--- config.mk ---
export PLATFORM = sky130hd
export DESIGN_NAME = timetag_recorder
export DESIGN_NICKNAME = d
export VERILOG_FILES = /design/src/rtl/timetag_recorder.sv
export SDC_FILE = /design/constraint.sdc
export NUM_CORES = 1
export LEC_CHECK = 0
export BUFFER_PORTS_ARGS = -buffer_cell sky130_fd_sc_hd__buf_2
export CAP_MARGIN = 20
export CORE_MARGIN = 2
export CORE_UTILIZATION = 25
export DETAILED_ROUTE_END_ITERATION = 7
export PLACE_DENSITY_LB_ADDON = 0.15
export REMOVE_ABC_BUFFERS = 1
export SLEW_MARGIN = 40
export SYNTH_ARGS = -nofsm -noshare
export SYNTH_HDL_FRONTEND = slang
export SYNTH_SLANG_ARGS = --single-unit
--- constraint.sdc ---
create_clock -name clk -period 10.8 [get_ports clk]
set_input_delay 0.54 -clock clk [delete_from_list [all_inputs] [get_ports clk]]
set_output_delay 0.54 -clock clk [all_outputs]
set_load 0.005 [all_outputs]
--- src/rtl/timetag_recorder.sv ---
// rtl/timetag_recorder.sv - strobe time-tagger with FWFT record FIFO; TIMETAG_LOST_COUNT_EN adds lost_count
module timetag_recorder #(
    parameter int CHANNELS   = 4,
    parameter int TIME_WIDTH = 24,
    parameter int DEPTH      = 16
) (
    input  logic                           clk,
    input  logic                           rst,
    input  logic [CHANNELS-1:0]            strobe,
    input  logic                           enable,
    output logic [CHANNELS+TIME_WIDTH:0]   rec_data,
    output logic                           rec_valid,
    input  logic                           rec_ready,
    output logic [$clog2(DEPTH):0]         fifo_count,
    output logic                           overflow,
    input  logic                           clear_overflow
`ifdef TIMETAG_LOST_COUNT_EN
    ,
    output logic [15:0]                    lost_count
`endif
);
    localparam int AW = $clog2(DEPTH);
    localparam int RW = 1 + CHANNELS + TIME_WIDTH;
    localparam logic [AW:0] FULL_COUNT = DEPTH[AW:0];

    logic [TIME_WIDTH-1:0] counter;
    logic [RW-1:0]         mem [DEPTH];
    logic [AW-1:0]         wr_ptr;
    logic [AW-1:0]         rd_ptr;
    logic                  wrap;
    logic                  push_req;
    logic                  full;
    logic                  pop;
    logic                  wr_en;
    logic                  drop;

    assign wrap      = &counter;
    assign push_req  = enable && ((|strobe) || wrap);
    assign full      = (fifo_count == FULL_COUNT);
    assign rec_valid = (fifo_count != '0);
    assign pop       = rec_valid && rec_ready;
    // A pop in the same cycle frees the slot, so a full FIFO still accepts the push.
    assign wr_en     = push_req && (!full || pop);
    assign drop      = push_req && full && !pop;
    assign rec_data  = rec_valid ? mem[rd_ptr] : '0;

    always_ff @(posedge clk or posedge rst) begin
        if (rst) begin
            counter    <= '0;
            wr_ptr     <= '0;
            rd_ptr     <= '0;
            fifo_count <= '0;
            overflow   <= 1'b0;
        end else begin
            if (enable)
                counter <= counter + 1'b1;
            if (wr_en)
                wr_ptr <= wr_ptr + 1'b1;
            if (pop)
                rd_ptr <= rd_ptr + 1'b1;
            if (wr_en && !pop)
                fifo_count <= fifo_count + 1'b1;
            else if (pop && !wr_en)
                fifo_count <= fifo_count - 1'b1;
            if (drop)
                overflow <= 1'b1;
            else if (clear_overflow)
                overflow <= 1'b0;
        end
    end

    // Storage needs no reset: contents are only visible through rec_valid.
    always_ff @(posedge clk) begin
        if (wr_en)
            mem[wr_ptr] <= {wrap, strobe, counter};
    end

`ifdef TIMETAG_LOST_COUNT_EN
    always_ff @(posedge clk or posedge rst) begin
        if (rst)
            lost_count <= '0;
        else if (clear_overflow)
            lost_count <= drop ? 16'd1 : 16'd0;
        else if (drop && lost_count != 16'hFFFF)
            lost_count <= lost_count + 16'd1;
    end
`endif

endmodule

## Yosys cells after proc, flatten, opt, wreduce, memory -nomap -nowiden

Memories as Yosys holds them, arrays and structs flattened.
Index checks and enable logic that the tools add are counted.

- Add/sub/neg operators: 5
- Equal/unequal tests: 1
- Muxes and demuxes: 7
- Reduce and logical (&&, ||, !) cells: 17

Operators with widths:

| cell | count |
|---|---|
| 29-bit 2-to-1 mux | 1 |
| 24-bit by 1-bit adder with 24-bit output, second input constant | 1 |
| 24-bit AND reduction | 1 |
| 5-bit 2-to-1 mux | 2 |
| 4-bit by 1-bit adder with 4-bit output, second input constant | 2 |
| 1-bit logical AND | 7 |
| 5-bit by 1-bit adder with 5-bit output, second input constant | 1 |
| 5-bit == test, second input constant | 1 |
| 5-bit nonzero test | 1 |
| 5-bit by 1-bit subtractor with 5-bit output, second input constant | 1 |
| 1-bit 2-to-1 mux | 4 |
| 2-bit nonzero test | 2 |
| 4-bit OR reduction | 1 |
| 1-bit zero test | 3 |
| 1-bit logical OR | 2 |

- Bits in registers: 38
- RAM bits: 464
- Bits of input ports: 9
- Word-level logic and storage cells: 36
- Memories kept: 1

Memories:

| memory | words | bits a word | rd ports | clocked after Yosys merged registers in | write ports | line | text |
|---|---|---|---|---|---|---|---|
| mem | 16 | 29 | 1 | 0 | 1 | 27 | `logic [RW-1:0] mem [DEPTH];` |

## Depth between registers and ports, before layout

Gate-level depths: netlist of the first run.

- Depth after elaboration: 8
- Mapped depth: 13

## Worst setup path after synthesis of the first run

Ideal clock, no wire load.

- Path kind: reg2reg
- From: reg counter[0]
- To: mem mem[3][0] in the netlist's numbering (enable)
- Setup time: 451 ps
- Data arrival time: 3842 ps
- Slack: 6507 ps
- Stages on the path, launching flop included: 7
- Path buffers: 0
- Period minus slack after synthesis: 4293 ps
- Cells stage by stage: dfrtp_1 ha_1 nand3_1 or3_4 o31ai_4 nand4_1 nor3_1

- Word-level cells in the longest chain between the ends: 6

Ends and longest elaborated chain:

| element | line | text |
|---|---|---|
| start: declaration | 26 | `logic [TIME_WIDTH-1:0] counter;` |
| start signal: assignment | 56 | `counter <= counter + 1'b1;` |
| 24-bit AND reduction | 37 | `assign wrap = &counter;` |
| 1-bit logical OR | 38 | `assign push_req = enable && ((\|strobe) \|\| wrap);` |
| 1-bit logical AND | 38 |  |
| 1-bit logical AND | 43 | `assign wr_en = push_req && (!full \|\| pop);` |
| 1-bit 2-to-1 mux | 74 | `if (wr_en)` |
| 1-bit 2-to-1 mux (implied by the code) | 75 | `mem[wr_ptr] <= {wrap, strobe, counter};` |
| end: declaration | 27 |  |

Every way passes these cells.

## Worst setup path after layout of the first run

- From: reg rd_ptr[1]
- To: out rec_data[10]

- Word-level cells in the longest chain between the ends: 2

Ends and longest elaborated chain:

| element | line | text |
|---|---|---|
| start: declaration | 29 | `logic [AW-1:0] rd_ptr;` |
| start signal: assignment | 60 | `rd_ptr <= rd_ptr + 1'b1;` |
| memory read 16 x 29 bit | - |  |
| 29-bit 2-to-1 mux | 45 | `assign rec_data = rec_valid ? mem[rd_ptr] : '0;` |
| end: declaration | 11 | `output logic [CHANNELS+TIME_WIDTH:0] rec_data,` |

Every way passes these cells.

==> results of run 1 <==
[layout by cell type (no fill, tap or decap), types with 5 or more instances in the layout]
master	n
nand3_1	15
mux2i_1	58
inv_1	5
clkbuf_16	56
xnor2_1	21
bufinv_16	5
nor2_4	12
nand4_1	11
dfrtp_1	34
nand2_1	13
ha_1	10
clkbuf_1	17
buf_2	44
buf_4	17
nor2_1	9
mux4_2	116
o22ai_1	29
buf_8	8
xor2_1	13
buf_16	13
edfxtp_1	464
clkinv_1	8
[layout make-up]
class | count | share of cell area
timing repair buffer | 88 | 0.03928
clock inverter | 24 | 0.01138
antenna | 1 | 0.0001069
clock buffer | 77 | 0.06493
inverter | 6 | 0.0009619
multi-input combinational | 345 | 0.1915
tap | 1040 | 0.05558
sequential | 502 | 0.6363
[synthesized netlist by cell type]
cell,count
nor2_1,21
nor3_1,8
and3_1,3
xnor2_1,21
o21ai_0,3
nor4_1,2
xor2_1,13
inv_1,6
or3_4,1
buf_2,18
mux2_4,1
and3_4,1
o31ai_4,1
and4_1,1
ha_1,10
clkbuf_1,17
dfrtp_1,38
mux2i_1,58
nand3b_1,1
nand3_1,15
or2_2,2
and2_1,1
buf_1,7
mux4_2,116
o22ai_1,29
mux2_2,3
buf_4,1
nand2b_1,4
a21oi_1,2
fa_1,1
nand2_1,14
edfxtp_1,464
a21o_1,2
nand4_1,11
[power breakdown]
group | switching [mW] | internal (mW) | leakage, nW
logic | 0.929 | 0.751 | 2.01
clock network | 0.757 | 1.10 | 0.862
registers | 0.188 | 2.40 | 4.66
total | 1.87 | 4.25 | 7.53
[logic make-up after synthesis]
| logic type | synth area share |
|---|---|
| simple gates | 0.02206 |
| buf+inv | 0.01081 |
| xor+xnor | 0.01531 |
| flops | 0.7652 |
| mux | 0.1667 |
| compound gates | 0.01248 |
| fa+ha+maj | 0.007462 |
[worst paths after layout]
kind                                 endpoint  slack [ns]  depth (start not counted)
worst min-delay path            fifo_count[2]        0.09                          3
max in group asynchronous           rd_ptr[3]       10.24                          3
min in group clk                     overflow        0.13                          2
worst min register to register       overflow        0.53                          2
worst max register to register      mem[0][3]        6.70                          6
worst max-delay path             rec_data[10]        6.43                          6
[flip-flops by register name, summed over array words and instances (netlist names)]
| register | count |
|---|---|
| overflow | 1 |
| fifo_count | 5 |
| rd_ptr | 4 |
| mem | 464 |
| wr_ptr | 4 |
| counter | 24 |
[stage by stage]
stage	std cells	hold WS, ns
global placement	1957	0.5120
finish	2083	0.09402
detailed placement	1981	0.5149
global route	2082	0.1183
floorplan	853	0.4787
CTS	2082	0.08709
[worst reg2reg max path, cell delays in order (launching register included)]
cell     delay [ns]
dfrtp_1        0.85
nand4_1        0.35
or2_2          0.43
o31ai_4        0.40
nand4_1        0.48
nor3_4         0.63
buf_4          0.56
[layer usage]
| metal | routed length (um) | vias to the layer above | GRT usage | share of wire |
|---|---|---|---|---|
| met4 | 810 | 0 | 0.02872 | 0.016 |
| met5 | 0 | - | 0 | 0 |
| met1 | 23660 | 5006 | 0.1797 | 0.47 |
| met3 | 1937 | 61 | 0.02254 | 0.038 |
| met2 | 23970 | 161 | 0.2044 | 0.48 |
| li1 | - | 3945 | - | - |
==> reports/results.tsv, run 1 <==
metric	value	unit
status	complete, no violations	
I/O pin total	45	
CTS Buf Count	55	
Port Buffers	44	
CP Max Fanout	56	
Least-Margin Pin Slew	0.7954	ns
grt ovf	0	
Hold-fix buffers, CTS	0	
clock-pin slew on the worst setup and hold paths	0.06	ns
area grow syn2layout	20.37	%
skew final	0.02143	ns
Tmin final	4.375	ns
Total Routed Length	50380	um
TritonCTS clock tree	yes	
post-layout net count	1018	
Mapped Cells	896	
fmax	228.6	MHz
CP startpoint kind	flip-flop	
worst path required time	10.26	ns
area leader, netlist	edfxtp_1	
Setup WS pre-CTS	6.460	ns
worst endpoint data arrival time	3.83	ns
Ys Warns	0	
Final Cell Area	23410	um2
largest net degree at the start of global routing	57	
DR vias	9173	
final core occ	0.3032	
vias in the first global route	9947	
num rows	102	
first-pass GRT wire length	74070	um
Leak	7.529	nW
Root Buffer	clkbuf_16	
Crit Path Class	flip-flop to primary output	
peak supply drop	0.0001305	V
Crit. Startpoint	rd_ptr[1]	
Power Total	6.120	mW
Die W	282.9	um
Final Hold Fails	0	
DRT iter0 DRCs	693	
wire per inst	24.18	um
Cell Area, Placed	21620	um2
max cap viols	0	
Synth Register Bits	502	
setup TNS	0	ns
Cell Pwr Density	261.4	nW/um2
die area	80050	um2
layout cells sized above 1	0.3004	
final cycle utilization of the critical path	0.4051	
Sink Count	502	
Distinct cells, synth	34	
crit-path cells	buf_6 > buf_4 > mux4_2 > mux2i_1 > o22ai_1 > buf_2	
gp weighted congestion	0.6687	
Remaining DRCs	0	
Filler cells	7445	
Worst Hold Class	input port to async pin	
H-Tree Depth	2	
final antenna-violating net count	0	
CP bufs+invs	3	
vias per cell	4.404	
Starting Density	0.2519	
area of the multi-input gates	4483	um2
Worst Setup Slack, final	6.425	ns
Pre-Repair DR Iteration Count	4	
highest-delay cell along the critical path	dfrtp_4	
sequential share of the synthesized area	0.7652	
Slew Limit Headroom	0.4697	
GRT Total Usage	0.1272	
Die Ht	282.9	um
initial antenna violation count	0	
Clock Path Buffers	3	
cell family with most CP delay	buffers and inverters	
count of pins over their slew limit	0	
PostCTS Resize Cnt	0	
synthesized area per cell	21.71	um2
Post-DP HPWL	29350	um
post-synthesis cell area	19450	um2
RSZ-0062 raised after global routing	no	
Critical Path Max Stage Delay	0.70	ns
postcts setup bufs	0	
area share of the largest cell type after synthesis	0.7163	
Crit. End Element	primary output	
Clock Latency Late Sink	0.60	ns
setup violators final	0	
Core ar.	77210	um2
largest cells by area after synthesis	edfxtp_1 (72%), mux4_2 (13%), dfrtp_1 (4.9%)	
storage element area	14900	um2
origin of the critical flop-to-flop path	counter[3]	
(Power assumes the default switching activity.)
==> inputs of run 2 (changes only) <==
--- a/config.mk
+++ b/config.mk
@@ -5,6 +5,7 @@
 export SDC_FILE = /design/constraint.sdc
 export NUM_CORES = 1
 export LEC_CHECK = 0
+export ABC_AREA = 1
 export BUFFER_PORTS_ARGS = -buffer_cell sky130_fd_sc_hd__buf_2
 export CAP_MARGIN = 20
 export CORE_MARGIN = 2
==> constraint.sdc (replaced) <==
create_clock -name clk -period 4.6 [get_ports clk]
set_input_delay 0.23 -clock clk [delete_from_list [all_inputs] [get_ports clk]]
set_output_delay 0.23 -clock clk [all_outputs]
set_load 0.005 [all_outputs]
==> run 2 against run 1 <==
- via count rose by 50%
- clock skew fell by 0.0028 ns
- design area rose by 4.5%
- synthesized area rose by 7.3%
- die area rose by 7.2%
- largest cell class unchanged
- sequential power rose by 120%
- total power rose to 2.5 times the previous value
==> reports/results.tsv, run 2 <==
metric	value	unit	change
crit-path cells	inv_4 > buf_12 > nand3_1 > nand3_1 > nand2_1 > nand2_1 > a21oi_1 > buf_2		
synthesized area per cell	11.37	um2	-48%
post-synthesis cell area	20870	um2	+7.3%
Reg2Reg Depth	11		+5
ant diodes	0		-1
Cell Area, Placed	22630	um2	+4.7%
Least-Margin Pin Slew	0.8183	ns	+0.02289 ns
Clock Path Buffers	3		unchanged
die area	85820	um2	+7.2%
Sequential Power Share	0.377		-0.045
CTS Buf Count	57		+3.6%
Remaining DRCs	0		unchanged
final cycle utilization of the critical path	0.7130		
area share of the largest cell type after synthesis	0.6675		-0.04882
WHS	0.04213	ns	-0.05189 ns
max cap viols	0		unchanged
TritonCTS clock tree	yes		
Tmin final	3.280	ns	
Root Buffer	clkbuf_16		
Core ar.	82370	um2	+6.7%
CP startpoint kind	flip-flop		
clock-pin slew on the worst setup and hold paths	0.06	ns	about the same
Worst Hold Class	input port to flip-flop		
ys async rst share	0.07570		unchanged
Starting Density	0.2534		+0.001486
commonest non-fill, non-tap cell in the layout	nand2_1		
top cells by count, synth	nand2_1 (681), edfxtp_1 (464), nand3_1 (359), buf_2 (39), nor2_1 (39)		
Ys Warns	0		unchanged
vias in the first global route	13722		+38%
postcts setup bufs	0		unchanged
Pre-Repair DR Iteration Count	6		+2
Regs by FF count	mem x464, counter x24, fifo_count x5		
combinational power share	0.342		+0.067
layout cells sized above 1	0.1089		-0.1914
Crit. End Element	primary output		
GRT Total Usage	0.1465		+0.01923
Biggest register	mem		
cell family with most CP delay	buffers and inverters		
highest-delay cell along the critical path	inv_4		
Sink Count	502		unchanged
Port Buffers	44		unchanged
I/O pin total	45		unchanged
fmax	304.9	MHz	
Die W	293.0	um	+3.5%
area grow syn2layout	17.20	%	
Slew Limit Headroom	0.4545		-0.01526
count of pins over their slew limit	0		unchanged
vias per cell	4.562		+3.6%
Pint	9.546	mW	+120%
CP Depth	8		+2
post-layout net count	1919		+89%
CP bufs+invs	3		unchanged
Hold-fix buffers, CTS	6		+6
Clock Power Share	0.282		-0.021
num rows	105		+2.9%
peak supply drop	0.0004622	V	+250%
Post-synth EDFFs	464		unchanged
Power Total	15.40	mW	+150%
switching share of power	0.3802		+0.07401
largest net degree at the start of global routing	164		+190%
commonest non-fill, non-tap cells in the layout	nand2_1 (681), edfxtp_1 (464), nand3_1 (359), clkbuf_16 (57), buf_2 (44)		
Cells on Worst Hold Path	1		
Distinct cells, synth	30		-12%
origin of the critical flop-to-flop path	counter[1]		
Cell Pwr Density	629.5	nW/um2	+140%
DR vias	13758		+50%
wire per inst	20.72	um	-14%
CP Max Fanout	52		-7.1%
gp weighted congestion	0.7461		+12%
worst endpoint data arrival time	3.05	ns	-0.78 ns
max reg flops	464		unchanged
DRT iter0 DRCs	1048		+51%
area leader, netlist	edfxtp_1		
Final Cell Area	24460	um2	+4.5%
initial antenna violation count	0		unchanged
Critical Path Max Stage Delay	0.63	ns	-0.07 ns
Filler cells	8393		+13%
skew final	0.01864	ns	-0.002791 ns
count leader, synth	nand2_1		
H-Tree Depth	2		unchanged
Leak	8.937	nW	+19%
largest cells by area after synthesis	edfxtp_1 (67%), nand2_1 (12%), nand3_1 (8.6%)		
Synth Register Bits	502		unchanged
hold_sp	strobe[1]		
Die Ht	293.0	um	+3.5%
sequential share of the synthesized area	0.7131		-0.05215
PostCTS Resize Cnt	0		unchanged
Clock Latency Late Sink	0.62	ns	+0.02 ns
final antenna-violating net count	0		unchanged
grt ovf	0		unchanged
Mapped Cells	1836		+100%
setup violators final	0		unchanged
Crit. Startpoint	rd_ptr[1]		
prevailing post-synth register cell	edfxtp_1		
RSZ-0062 raised after global routing	no		
status	complete, no violations		
Total Routed Length	62500	um	+24%
total net switching power	5.855	mW	+210%
first-pass GRT wire length	93430	um	+26%
Post-DP HPWL	33100	um	+13%
worst path required time	4.37	ns	-5.89 ns
Final Hold Fails	0		unchanged
Crit Path Class	flip-flop to primary output		
run 2: cell count changes after synthesis, sizes merged, moves of 14 or more:
cell    change
a21oi      +31
nand3     +346
o22ai      -29
nor2       +29
mux2i      -58
xnor2      -16
clkbuf     +14
nand2     +669
inv        +32
buf        +45
mux4      -116
run 2: power groups by stage:
stage / clock network, mW / logic, mW / registers (mW)
after floorplan: 0 / 2.90 / 6.16
after global placement: 0 / 5.43 / 5.89
after detailed placement: 0 / 5.42 / 5.90
after CTS: 4.47 / 5.44 / 5.81
after global routing: 4.65 / 6.00 / 5.85
final: 4.34 / 5.26 / 5.80
run 2: layer usage:
| layer | up-vias | global-route usage | routed length, um |
|---|---|---|---|
| li1 | 6488 | - | - |
| met1 | 6903 | 0.2116 | 30140 |
| met2 | 288 | 0.2329 | 28720 |
| met3 | 79 | 0.01891 | 2533 |
| met4 | 0 | 0.03527 | 1108 |
| met5 | - | 0 | 0 |
run 2: final cells by class:
cell class / instances / area [um2] / area share
clock buffers: 73 / 1486 / 0.06076
multi-input cells: 1193 / 5433 / 0.2221
clock inverters: 33 / 260.3 / 0.01064
well taps: 1070 / 1339 / 0.05472
inverters: 39 / 161.4 / 0.006597
flip-flops and latches: 502 / 14890 / 0.6088
repair buffers: 106 / 890.9 / 0.03641
run 2: cell families after synthesis:
kind of cell / count (synthesis) / share of synthesized area
compound gates: 43 / 0.01043
xor+xnor: 25 / 0.01049
fa+ha+maj: 11 / 0.006953
simple gates: 1114 / 0.2270
flops: 502 / 0.7131
buf+inv: 141 / 0.03207
run 2: path summary, 6_finish.rpt:
kind,endpoint,slack (ns)
setup / recovery,rec_data[23],1.32
setup reg to reg,mem[12][5],1.38
max in group asynchronous,rd_ptr[1],3.97
min in group asynchronous,wr_ptr[3],0.21
hold reg to reg,fifo_count[4],0.56
hold / removal,mem[2][25],0.04
run 2: stage by stage:
stage | setup TNS, ns | std cells | setup WS, ns | utilization
5_1_grt | 0 | 3016 | 1.039 | 0.2970
2_1_floorplan | -102.95 | 1734 | -3.440 | -
3_5_place_dp | 0 | 2903 | 1.335 | 0.2747
6_report | 0 | 3016 | 1.320 | 0.2970
4_1_cts | 0 | 3015 | 0.7926 | 0.2966
3_3_place_gp | 0 | 2901 | 1.339 | 0.2744
==> inputs of run 3 (changes only) <==
--- a/config.mk
+++ b/config.mk
@@ -5,7 +5,7 @@
 export SDC_FILE = /design/constraint.sdc
 export NUM_CORES = 1
 export LEC_CHECK = 0
-export ABC_AREA = 1
+export ABC_AREA = 0
 export BUFFER_PORTS_ARGS = -buffer_cell sky130_fd_sc_hd__buf_2
 export CAP_MARGIN = 20
 export CORE_MARGIN = 2
==> constraint.sdc (replaced) <==
create_clock -name clk -period 2.78 [get_ports clk]
set_input_delay 0.139 -clock clk [delete_from_list [all_inputs] [get_ports clk]]
set_output_delay 0.139 -clock clk [all_outputs]
set_load 0.005 [all_outputs]
==> run 3 against run 2 <==
- the flow now finishes with violations (negative setup slack)
- count of clock-buffer cells in the layout shrank 8
- clock skew increased by 0.011 ns
- via count down 32%
- combinational power grew 41%
- design area fell by 1.1%
- die area is 6.7% lower
- wire length down 21%
- first-iteration DRC count is 33% lower
- setup slack worse by 1.4 ns
- critical endpoint is now fifo_count[4]
==> reports/results.tsv, run 3 (synthesis results as in run 1) <==
metric	value	unit	change
vias in the first global route	10148		-26%
Setup WS pre-CTS	-0.2486	ns	-1.583 ns
final cycle utilization of the critical path	1.026		
fmax	350.5	MHz	
CP Max Fanout	4		-92%
max cap viols	0		unchanged
Worst Hold Class	input port to flip-flop		
Port Buffers	44		unchanged
Pre-Repair DR Iteration Count	5		-1
Critical Path Max Stage Delay	0.35	ns	-0.28 ns
H-Tree Depth	2		unchanged
worst endpoint data arrival time	3.36	ns	+0.31 ns
worst path required time	3.28	ns	-1.09 ns
TritonCTS clock tree	yes		
WHS	0.02221	ns	-0.01993 ns
CP startpoint kind	flip-flop		
DRT iter0 DRCs	705		-33%
initial antenna violation count	0		unchanged
Least-Margin Pin Slew	0.6404	ns	-0.1779 ns
setup TNS	-0.07292	ns	-0.07292 ns
Biggest register	mem		
vias per cell	4.311		-5.5%
Final Hold Fails	0		unchanged
Total Routed Length	49430	um	-21%
max reg flops	464		unchanged
Die W	282.9	um	-3.4%
Die Ht	282.9	um	-3.4%
ant diodes	0		unchanged
status	complete, but fails checks		
Sink Count	502		unchanged
Cell Pwr Density	1012	nW/um2	+61%
Crit. End Element	flip-flop		
Regs by FF count	mem x464, counter x24, fifo_count x5		
Leak	7.951	nW	-11%
failing checks	negative setup slack		
setup violators final	1		+1
largest net degree at the start of global routing	41		-75%
area grow syn2layout	24.39	%	
Post-DP HPWL	28990	um	-12%
CTS Buf Count	56		-1.8%
die area	80050	um2	-6.7%
Clock Path Buffers	3		unchanged
peak supply drop	0.0005128	V	+11%
storage element area	14900	um2	about the same
highest-delay cell along the critical path	dfrtp_1		
num rows	102		-2.9%
skew final	0.02989	ns	+0.01125 ns
Clock Latency Late Sink	0.63	ns	about the same
GRT Total Usage	0.1236		-0.02287
crit-path cells	ha_2 > nand3_2 > or3_4 > o31ai_4 > and3_4 > ha_4 > inv_4 > fa_2 > a21o_1 > a21oi_2 > xnor2_1 > nor2_1 > xor2_1		
Slew Limit Headroom	0.5691		+0.1146
DR vias	9328		-32%
wire per inst	22.84	um	+10%
final antenna-violating net count	0		unchanged
gp weighted congestion	0.6978		-6.5%
Crit. Startpoint	counter[0]		
I/O pin total	45		unchanged
RSZ-0062 raised after global routing	yes		
commonest non-fill, non-tap cell in the layout	edfxtp_1		
commonest non-fill, non-tap cells in the layout	edfxtp_1 (464), mux4_2 (116), buf_4 (79), clkbuf_16 (57), mux2i_1 (56)		
origin of the critical flop-to-flop path	counter[0]		
count of pins over their slew limit	0		unchanged
post-layout net count	1097		-43%
Remaining DRCs	0		unchanged
clock-pin slew on the worst setup and hold paths	0.06	ns	about the same
Root Buffer	clkbuf_16		
Worst Setup Slack, final	-0.07292	ns	-1.393 ns
layout cells sized above 1	0.3505		+0.2416
first-pass GRT wire length	72490	um	-22%
Starting Density	0.2519		-0.001486
area of the multi-input gates	4522	um2	-17%
Crit Path Class	flip-flop to flip-flop		
hold_sp	strobe[0]		
Filler cells	7351		-12%
Core ar.	77210	um2	-6.3%
grt ovf	0		unchanged
Tmin final	2.853	ns	
==> run 3: cell types whose count changed in the layout (fill, tap and decap cells not counted), moves of 29 or more <==
cell     change
buf_4       +39
mux4_2     +116
nand3_1    -345
nand2_1    -668
inv_1       -29
a21oi_1     -33
mux2i_1     +56
==> run 3: per-stage QoR <==
stage                     cells  instance area [um2]  utilization  power [mW]
final                      2164                24190       0.3134       24.48
after global placement     2041                22030       0.2853       17.17
after CTS                  2161                24140       0.3126       24.98
after floorplan             853                19260            -       13.69
after global routing       2164                24190       0.3134       25.76
after detailed placement   2041                22030       0.2854       17.18
==> run 3: worst paths after layout <==
| kind | to | cells past startpoint | slack [ns] |
|---|---|---|---|
| worst max-delay path | fifo_count[4] | 13 | -0.07 |
| worst min-delay path | mem[0][24] | 2 | 0.02 |
| min in group asynchronous | fifo_count[3] | 3 | 0.12 |
| worst min register to register | overflow | 2 | 0.53 |
| worst max register to register | fifo_count[4] | 13 | -0.07 |
| max in group asynchronous | rd_ptr[0] | 3 | 2.24 |
==> run 3: layout make-up <==
| class | count | share of cell area |
|---|---|---|
| Multi-Input combinational cell | 345 | 0.1869 |
| Clock inverter | 40 | 0.01655 |
| Clock buffer | 65 | 0.05932 |
| Sequential cell | 502 | 0.6157 |
| Timing Repair Buffer | 166 | 0.06666 |
| Inverter | 6 | 0.001138 |
| Tap cell | 1040 | 0.05378 |
==> run 3: critical path: cells and delay by family (launching register included) <==
family,cells,cell delay [ns]
compound gates,3,0.65
xor+xnor,2,0.25
fa+ha+maj,3,0.69
buf+inv,1,0.04
flops,1,0.35
simple gates,4,0.74
==> run 3: metal layers <==
| metal | wire length, um | vias to the layer above | GRT usage |
|---|---|---|---|
| li1 | - | 4100 | - |
| met1 | 22690 | 5003 | 0.1696 |
| met2 | 24280 | 168 | 0.2047 |
| met3 | 1634 | 57 | 0.01973 |
| met4 | 830 | 0 | 0.03072 |
| met5 | 0 | - | 0 |
==> run 3: what timing repair did <==
action                                  4_1_cts  5_1_grt
pin swaps                                     2        3
hold buffers                                  7        0
endpoints found under the setup margin        5      112
endpoints found under the hold margin        93        0
gates cloned                                  2        1
setup buffers                                 6        2
gates resized for setup                      12        9
==> run 3: report_power, final <==
| group | switching, mW | internal [mW] | total, mW |
|---|---|---|---|
| Sequential | 0.396 | 9.30 | 9.70 |
| Clock | 3.07 | 4.27 | 7.35 |
| Combinational | 3.97 | 3.47 | 7.44 |
| Total | 7.44 | 17.0 | 24.5 |
